$ cat config.mk
export PLATFORM = sky130hd
export DESIGN_NAME = pipeline_credit_buffer
export DESIGN_NICKNAME = d
export VERILOG_FILES = /design/src/rtl/pipeline_credit_buffer.sv
export SDC_FILE = /design/constraint.sdc
export NUM_CORES = 1
export LEC_CHECK = 0
export CAP_MARGIN = 20
export CORE_MARGIN = 1
export CORE_UTILIZATION = 45
export CTS_CLUSTER_SIZE = 30
export DETAILED_ROUTE_END_ITERATION = 12
export GPL_ROUTABILITY_DRIVEN = 0
export GPL_TIMING_DRIVEN = 0
export PLACE_DENSITY = 0.67
export SETUP_SLACK_MARGIN = 0.5
export SYNTH_ARGS = -nofsm -noshare
export SYNTH_HDL_FRONTEND = slang
export SYNTH_SLANG_ARGS = --single-unit
$ cat constraint.sdc
create_clock -name clk -period 2.5 [get_ports clk]
set_clock_uncertainty 0.2 [all_clocks]
set_input_delay 0.25 -clock clk [delete_from_list [all_inputs] [get_ports clk]]
set_output_delay 0.25 -clock clk [all_outputs]
set_load 0.02 [all_outputs]
$ cat src/rtl/pipeline_credit_buffer.sv
// pipeline_credit_buffer: credit-reserving elastic FIFO behind a non-stallable pipeline
//   clk          rising-edge clock
//   reset_n      async active-low reset
//   issue        upstream launches an item into the pipeline this cycle
//   issue_ready  a slot is free for a new launch
//   in_valid     pipeline output carries a valid item
//   in_data      pipeline output data
//   out_valid    FIFO head is valid
//   out_ready    consumer accepts the head
//   out_data     FIFO head data
//   count        entries currently stored (0..DEPTH)
//   err_overflow sticky: item arrived with no free slot
//   err_orphan   sticky: item arrived with nothing in flight
module pipeline_credit_buffer #(
    parameter int BIT_WIDTH  = 10,
    parameter int DEPTH      = 8,
    parameter int ADDR_WIDTH = 3
) (
    input  logic                  clk,
    input  logic                  reset_n,
    input  logic                  issue,
    output logic                  issue_ready,
    input  logic                  in_valid,
    input  logic [BIT_WIDTH-1:0]  in_data,
    output logic                  out_valid,
    input  logic                  out_ready,
    output logic [BIT_WIDTH-1:0]  out_data,
    output logic [ADDR_WIDTH:0]   count,
    output logic                  err_overflow,
    output logic                  err_orphan
);
    localparam logic [ADDR_WIDTH:0] FULL = (ADDR_WIDTH+1)'(DEPTH);
    logic [BIT_WIDTH-1:0]  mem [DEPTH];
    logic [ADDR_WIDTH-1:0] wr_ptr;
    logic [ADDR_WIDTH-1:0] rd_ptr;
    logic [ADDR_WIDTH:0]   reserved;
    logic                  issue_acc;
    logic                  pop;
    logic                  write;
    always_comb begin
        issue_ready = reserved < FULL;
        out_valid   = count != '0;
        out_data    = mem[rd_ptr];
        issue_acc   = issue & issue_ready;
        pop         = out_valid & out_ready;
        // a pop in the same cycle frees the slot, so a full FIFO still accepts
        write       = in_valid & ((count != FULL) | pop);
    end
    always_ff @(posedge clk or negedge reset_n) begin
        if (!reset_n) begin
            wr_ptr       <= '0;
            rd_ptr       <= '0;
            count        <= '0;
            reserved     <= '0;
            err_overflow <= 1'b0;
            err_orphan   <= 1'b0;
        end else begin
            if (write) wr_ptr <= wr_ptr + ADDR_WIDTH'(1);
            if (pop) rd_ptr <= rd_ptr + ADDR_WIDTH'(1);
            count    <= count + (ADDR_WIDTH+1)'(write) - (ADDR_WIDTH+1)'(pop);
            reserved <= reserved + (ADDR_WIDTH+1)'(issue_acc) - (ADDR_WIDTH+1)'(pop);
            if (in_valid & ~write) err_overflow <= 1'b1;
            // reserved == count means no launch is outstanding, so this item was never credited
            if (in_valid && reserved == count) err_orphan <= 1'b1;
        end
    end
    always_ff @(posedge clk) begin
        if (write) mem[wr_ptr] <= in_data;
    end
endmodule

==> flow_summary.toml, run 1 <==
[outcome]
status = "finished, final reports clean"

[power]
p_leak_nw = 1.96
max-vdd-ir-drop_uv = 564
power_density_mw_per_mm2 = 1190
total_power_mw = 6.42

[cells_and_area]
final_nets = 312
drive_gt1_share_pct = 47.6
most-common-layout-cells = "80 x edfxtp_1, 31 x buf_6, 21 x clkdlybuf4s50_1"
multi_input_area_mm2 = 0.00132
antenna_cells = 0
postLayoutCellArea_mm2 = 0.00538
fillCellCount = 629
final_common_cell = "edfxtp_1"
regArea_mm2 = 0.00281
final_cell_count_no_fill = 396
areaGrowthSynthToFinish_pct = 33.8

[synthesis]
synth_nets = 228
synth_enable_flop_cells = 80
ys_ff_latch = 96
netlist_instances = 199
yosysSeqAreaShare_pct = 69.7
synth_ff_type = "edfxtp_1"
ys_warn_count = 0
syn_avg_cell_area_um2 = 20.2
synth_area_mm2 = 0.00402
ys_async_sr_fraction_pct = 16.7
ys_types = 27

[detailed_routing]
drc = 0
drtIter0Drc = 124
via_count = 2087
drt-vias-per-instance = 5.27
wl_mm = 8.12
wl_per_cell_um = 20.5
ant_nets = 0
dr.pass1.iters = 4

[global_route]
grt_max_degree = 17
overflow = 0
grt_pass1_wl_mm = 12.2
antenna_found_initial = 0
grt_pass1_vias = 2108
grt.total_usage_pct = 19.1

[clock_tree]
cts_hold_buf = 0
cts_sinks = 96
htree_levels = 3
cts_buffers = 9
tritoncts = "done"
clk_pin_slew_ns = 0.10
max-clock-path-buffers = 2
clockRootBuffer = "clkbuf_8"
worst_skew_pair.late_latency_ns = 0.36

[worst_setup_path]
cpMostUsedCell = "buf_6"
path_max_fanout = 6
critical_path_class = "reg -> out"
startpoint_type = "flip-flop"
end_kind = "output pin"
cp_cell_sequence = "buf_6, buf_12, mux4_2, mux2_4, buf_6"
cp.required_ns = 2.05
cpPeakStageDelay_ns = 0.50
cp.arrival_ns = 2.01
cpMaxStageDelayCell = "mux4_2"

[sta]
hold_viol_final = 0
tightest_slew_ns = 0.773
max_slew_margin_pct = 48.3
fin_crit_sh_pct = 98.2
post-route-min-period_ns = 2.46
setup_viol = 0
drv_slew = 0
rsz0062_at_grt = "yes"
fmax_mhz = 407

[floorplan]
initial_core_util_pct = 46.4
die_y_um = 96.5
fp.coreArea_mm2 = 0.00868
rows = 34
die_x_um = 96.5
io_pins = 33
dieArea_mm2 = 0.00932

[placement]
place_area_mm2 = 0.00459
dp_cells = 343
io_buffer_count = 32
dp_hpwl_mm = 4.35

[flow_run]
max_cap_violations = 0

[hold_path]
hold_class = "in -> async"
[cells in the mapped netlist, types with 3 or more instances]
cell      count  share of area (%)
edfxtp_1     80                 60
nand2_1       3               0.28
mux2_2       11                3.1
inv_1        11                1.0
dfrtp_1      16                 10
clkbuf_1      3               0.28
nor2_1        4               0.37
nor3_1        5               0.62
ha_1         12                3.7
xnor2_1       7                1.5
xor2_1        6                1.3
mux4_1       20                 13
[cell type report]
class	count	share of cell area, %
timing repair buffer	73	15.9
clock inverter	6	0.651
tap	108	2.51
sequential	96	52.2
inverter	11	1.00
multi-input combinational	87	24.5
buffer	5	0.860
clock buffer	10	2.37
[path summary, 6_finish.rpt]
check / start / endpoint / slack, ns / cells after the start
setup / recovery: rd_ptr[0] / out_data[8] / 0.04 / 5
hold / removal: reset_n / count[1] / 0.13 / 1
setup reg to reg: count[2] / count[2] / 0.09 / 10
hold reg to reg: err_orphan / err_orphan / 0.28 / 1
max in group asynchronous: reset_n / rd_ptr[0] / 1.43 / 1
min in group clk: err_orphan / err_orphan / 0.28 / 1
[registers in the layout, indices dropped and copies added, names as in the netlist]
name and flops:
mem 80, count 4, reserved 4, rd_ptr 3, wr_ptr 3, err_orphan 1, err_overflow 1
[power by group]
group,switching [mW],internal (mW)
clock network,0.529,0.358
registers,0.279,2.09
logic,1.38,1.78
total,2.19,4.23
[logic make-up after synthesis]
group                    share of synthesized area, %
flip-flops                                       69.7
buffers and inverters                            1.87
XOR/XNOR                                         2.83
AO/OA/AOI/OAI                                    1.87
AND/OR/NAND/NOR                                  2.52
multiplexers                                     16.5
adder cells (fa/ha/maj)                          4.73
[critical path: cells and delay by family (launching register included)]
family	cells	cell delay, ns
flip-flops	1	0.48
multiplexers	2	0.78
buffers and inverters	3	0.39
[through the flow]
step                      setup slack, ns  setup TNS, ns  hold WS (ns)  util (%)
after global placement              -1.00         -41.61         0.252      52.3
after detailed placement           -0.245         -10.76         0.260      52.9
after CTS                          0.0530              0         0.150      60.5
final                              0.0445              0         0.131      62.0
after global routing              -0.0225        -0.0738         0.181      62.0
after floorplan                   -0.0288        -0.0877        -0.246         -
[timing repair]
| action | CTS | global route |
|---|---|---|
| buffers inserted | 24 | 7 |
| endpoints found under the setup margin | 101 | 100 |
| endpoints found under the hold margin | 0 | 0 |
| gates cloned | 5 | 1 |
| gates resized for setup | 130 | 26 |
| pin swaps | 21 | 14 |
[per-layer routing]
metal	GRT usage [%]	part of all wire (%)
met1	25.9	44
met2	30.6	51
met3	3.60	3.2
met4	7.35	1.3
met5	0	0
No activity file was read; power rests on OpenSTA's default activity.
==> run 2: changes to the inputs <==
--- a/config.mk
+++ b/config.mk
@@ -7,12 +7,12 @@
 export LEC_CHECK = 0
 export CAP_MARGIN = 20
 export CORE_MARGIN = 1
-export CORE_UTILIZATION = 45
+export CORE_UTILIZATION = 30
 export CTS_CLUSTER_SIZE = 30
 export DETAILED_ROUTE_END_ITERATION = 12
+export DONT_BUFFER_PORTS = 1
 export GPL_ROUTABILITY_DRIVEN = 0
 export GPL_TIMING_DRIVEN = 0
-export PLACE_DENSITY = 0.67
 export SETUP_SLACK_MARGIN = 0.5
 export SYNTH_ARGS = -nofsm -noshare
 export SYNTH_HDL_FRONTEND = slang
==> run 2 against run 1 <==
  * The run now ends with setup timing left
  * Die area up 49%
  * Wire length rose by 1.0%
  * Design area shrank 4.4%
  * Register-to-register slack got worse by 0.15 ns
  * Critical path type is now reg -> reg
==> flow_summary.toml, run 2 (synthesis gave the netlist of run 1 again) <==
[outcome]
status = "finished, violations left"
violations = "setup timing"

[sta]
hold_ws_ns = 0.164
post-route-min-period_ns = 2.56
rsz0062_at_grt = "yes"
fmax_mhz = 390
drv_slew = 0
tightest_slew_ns = 0.777
fin_ws_ns = -0.0640
fin_crit_sh_pct = 103
hold_viol_final = 0
max_slew_margin_pct = 48.0
setup_viol = 5

[floorplan]
initial_core_util_pct = 31.4
rows = 41
io_pins = 33
die_x_um = 118
dieArea_mm2 = 0.0139
die_y_um = 118
fp.coreArea_mm2 = 0.0128

[worst_setup_path]
critPathTopFamily = "adder cells"
cpPeakStageDelay_ns = 0.48
cpMostUsedCell = "ha_4"
crit_buf_inv = 3
cp_cell_sequence = "inv_2, ha_4, or3b_4, nand2_4, inv_4, ha_4, inv_2, ha_4, fa_2, xor2_1"
critical_path_class = "reg -> reg"
path_max_fanout = 4
cp.arrival_ns = 2.59
cpMaxStageDelayCell = "dfrtp_2"
end_kind = "flip-flop"
cp.required_ns = 2.53
startpoint_type = "flip-flop"

[power]
power_density_mw_per_mm2 = 1240
max-vdd-ir-drop_uv = 592
p_leak_nw = 1.80

[global_route]
overflow = 0
grt_pass1_wl_mm = 13.0
antenna_found_initial = 0
grt.total_usage_pct = 12.8
grt_pass1_vias = 2186
grt_max_degree = 17

[cells_and_area]
antenna_cells = 0
final_common_cell = "edfxtp_1"
areaGrowthSynthToFinish_pct = 27.9
drive_gt1_share_pct = 43.3
final_nets = 276
largest_reg_flops = 80
fillCellCount = 1181
most-common-layout-cells = "80 x edfxtp_1, 20 x mux4_2, 13 x dfrtp_1, 13 x dlygate4sd3_1, 11 x mux2_4"
reg_top3 = "mem: 80 flops, count: 4 flops, reserved: 4 flops"
top_register = "mem"

[hold_path]
hold_class = "in -> reg"

[clock_tree]
cts_buffers = 9
cts_sinks = 96
tritoncts = "done"
clockRootBuffer = "clkbuf_16"
htree_levels = 3
clk_pin_slew_ns = 0.07
worst_skew_pair.late_latency_ns = 0.34
max-clock-path-buffers = 2

[detailed_routing]
ant_nets = 0
dr.pass1.iters = 4
drc = 0
wl_per_cell_um = 19.3
drt-vias-per-instance = 4.67
via_count = 1979
wl_mm = 8.20
drtIter0Drc = 151

[placement]
dp_hpwl_mm = 4.89
dp_slack_ns = -0.307
io_buffer_count = 0

[flow_run]
max_cap_violations = 0
## run 2: layout make-up
| type | count | area, um2 | area share [%] |
|---|---|---|---|
| timing repair buffer | 37 | 434 | 8.44 |
| sequential | 96 | 2810 | 54.5 |
| multi-input combinational | 87 | 1290 | 25.1 |
| clock inverter | 6 | 68.8 | 1.34 |
| clock buffer | 10 | 229 | 4.45 |
| tap | 172 | 215 | 4.18 |
| buffer | 5 | 55.1 | 1.07 |
| inverter | 11 | 46.3 | 0.900 |
## run 2: worst register-to-register path, stage by stage, from the launching register on
cell and delay, ns:
dfrtp_2 0.48, inv_2 0.11, ha_4 0.14, or3b_4 0.44
nand2_4 0.11, inv_4 0.05, ha_4 0.25, inv_2 0.03
ha_4 0.15, fa_2 0.35, xor2_1 0.14
## run 2: report_power, final
part | leakage [nW] | switching [mW] | internal [mW]
logic | 0.746 | 1.24 | 1.36
registers | 0.908 | 0.344 | 2.09
clock network | 0.143 | 0.574 | 0.780
total | 1.80 | 2.16 | 4.23
## run 2: timing repair
| item | CTS | global route |
|---|---|---|
| setup buffers | 18 | 1 |
| resized for setup | 62 | 4 |
| endpoints found under the hold margin | 101 | 0 |
| pin swaps | 14 | 8 |
| gates cloned | 2 | 0 |
| hold buffers | 13 | 0 |
| setup endpoints to repair | 100 | 101 |
## run 2: path summary, 6_finish.rpt
path / slack, ns / end / start / cells past startpoint
max in group asynchronous: 1.33 / rd_ptr[0] / reset_n / 1
worst max-delay path: -0.06 / reserved[2] / count[3] / 10
min in group asynchronous: 0.23 / count[2] / reset_n / 1
worst min register to register: 0.37 / reserved[0] / reserved[0] / 1
worst min-delay path: 0.16 / count[0] / in_valid / 4
worst max register to register: -0.06 / reserved[2] / count[3] / 10
## run 2: layer usage
layer | wire, um | global-route usage, % | share of wire [%] | up-vias
met4 | 101 | 4.33 | 1.2 | 0
met2 | 4330 | 21.8 | 53 | 44
met5 | 0 | 0 | 0 | -
met1 | 3400 | 15.6 | 41 | 1042
li1 | - | - | - | 883
met3 | 365 | 3.34 | 4.5 | 10
## run 2: through the flow
stage | cell area [um2] | cells | TNS (ns) | utilization [%] | power, mW
after global routing | 5140 | 424 | -1.46 | 40.1 | 6.72
after detailed placement | 4360 | 374 | -4.75 | 34.0 | 4.36
after CTS | 5130 | 423 | -0.378 | 40.0 | 6.45
after floorplan | 4080 | 199 | -0.0877 | - | 3.85
final | 5140 | 424 | -0.252 | 40.1 | 6.38
after global placement | 4300 | 371 | -30.92 | 33.5 | 4.23
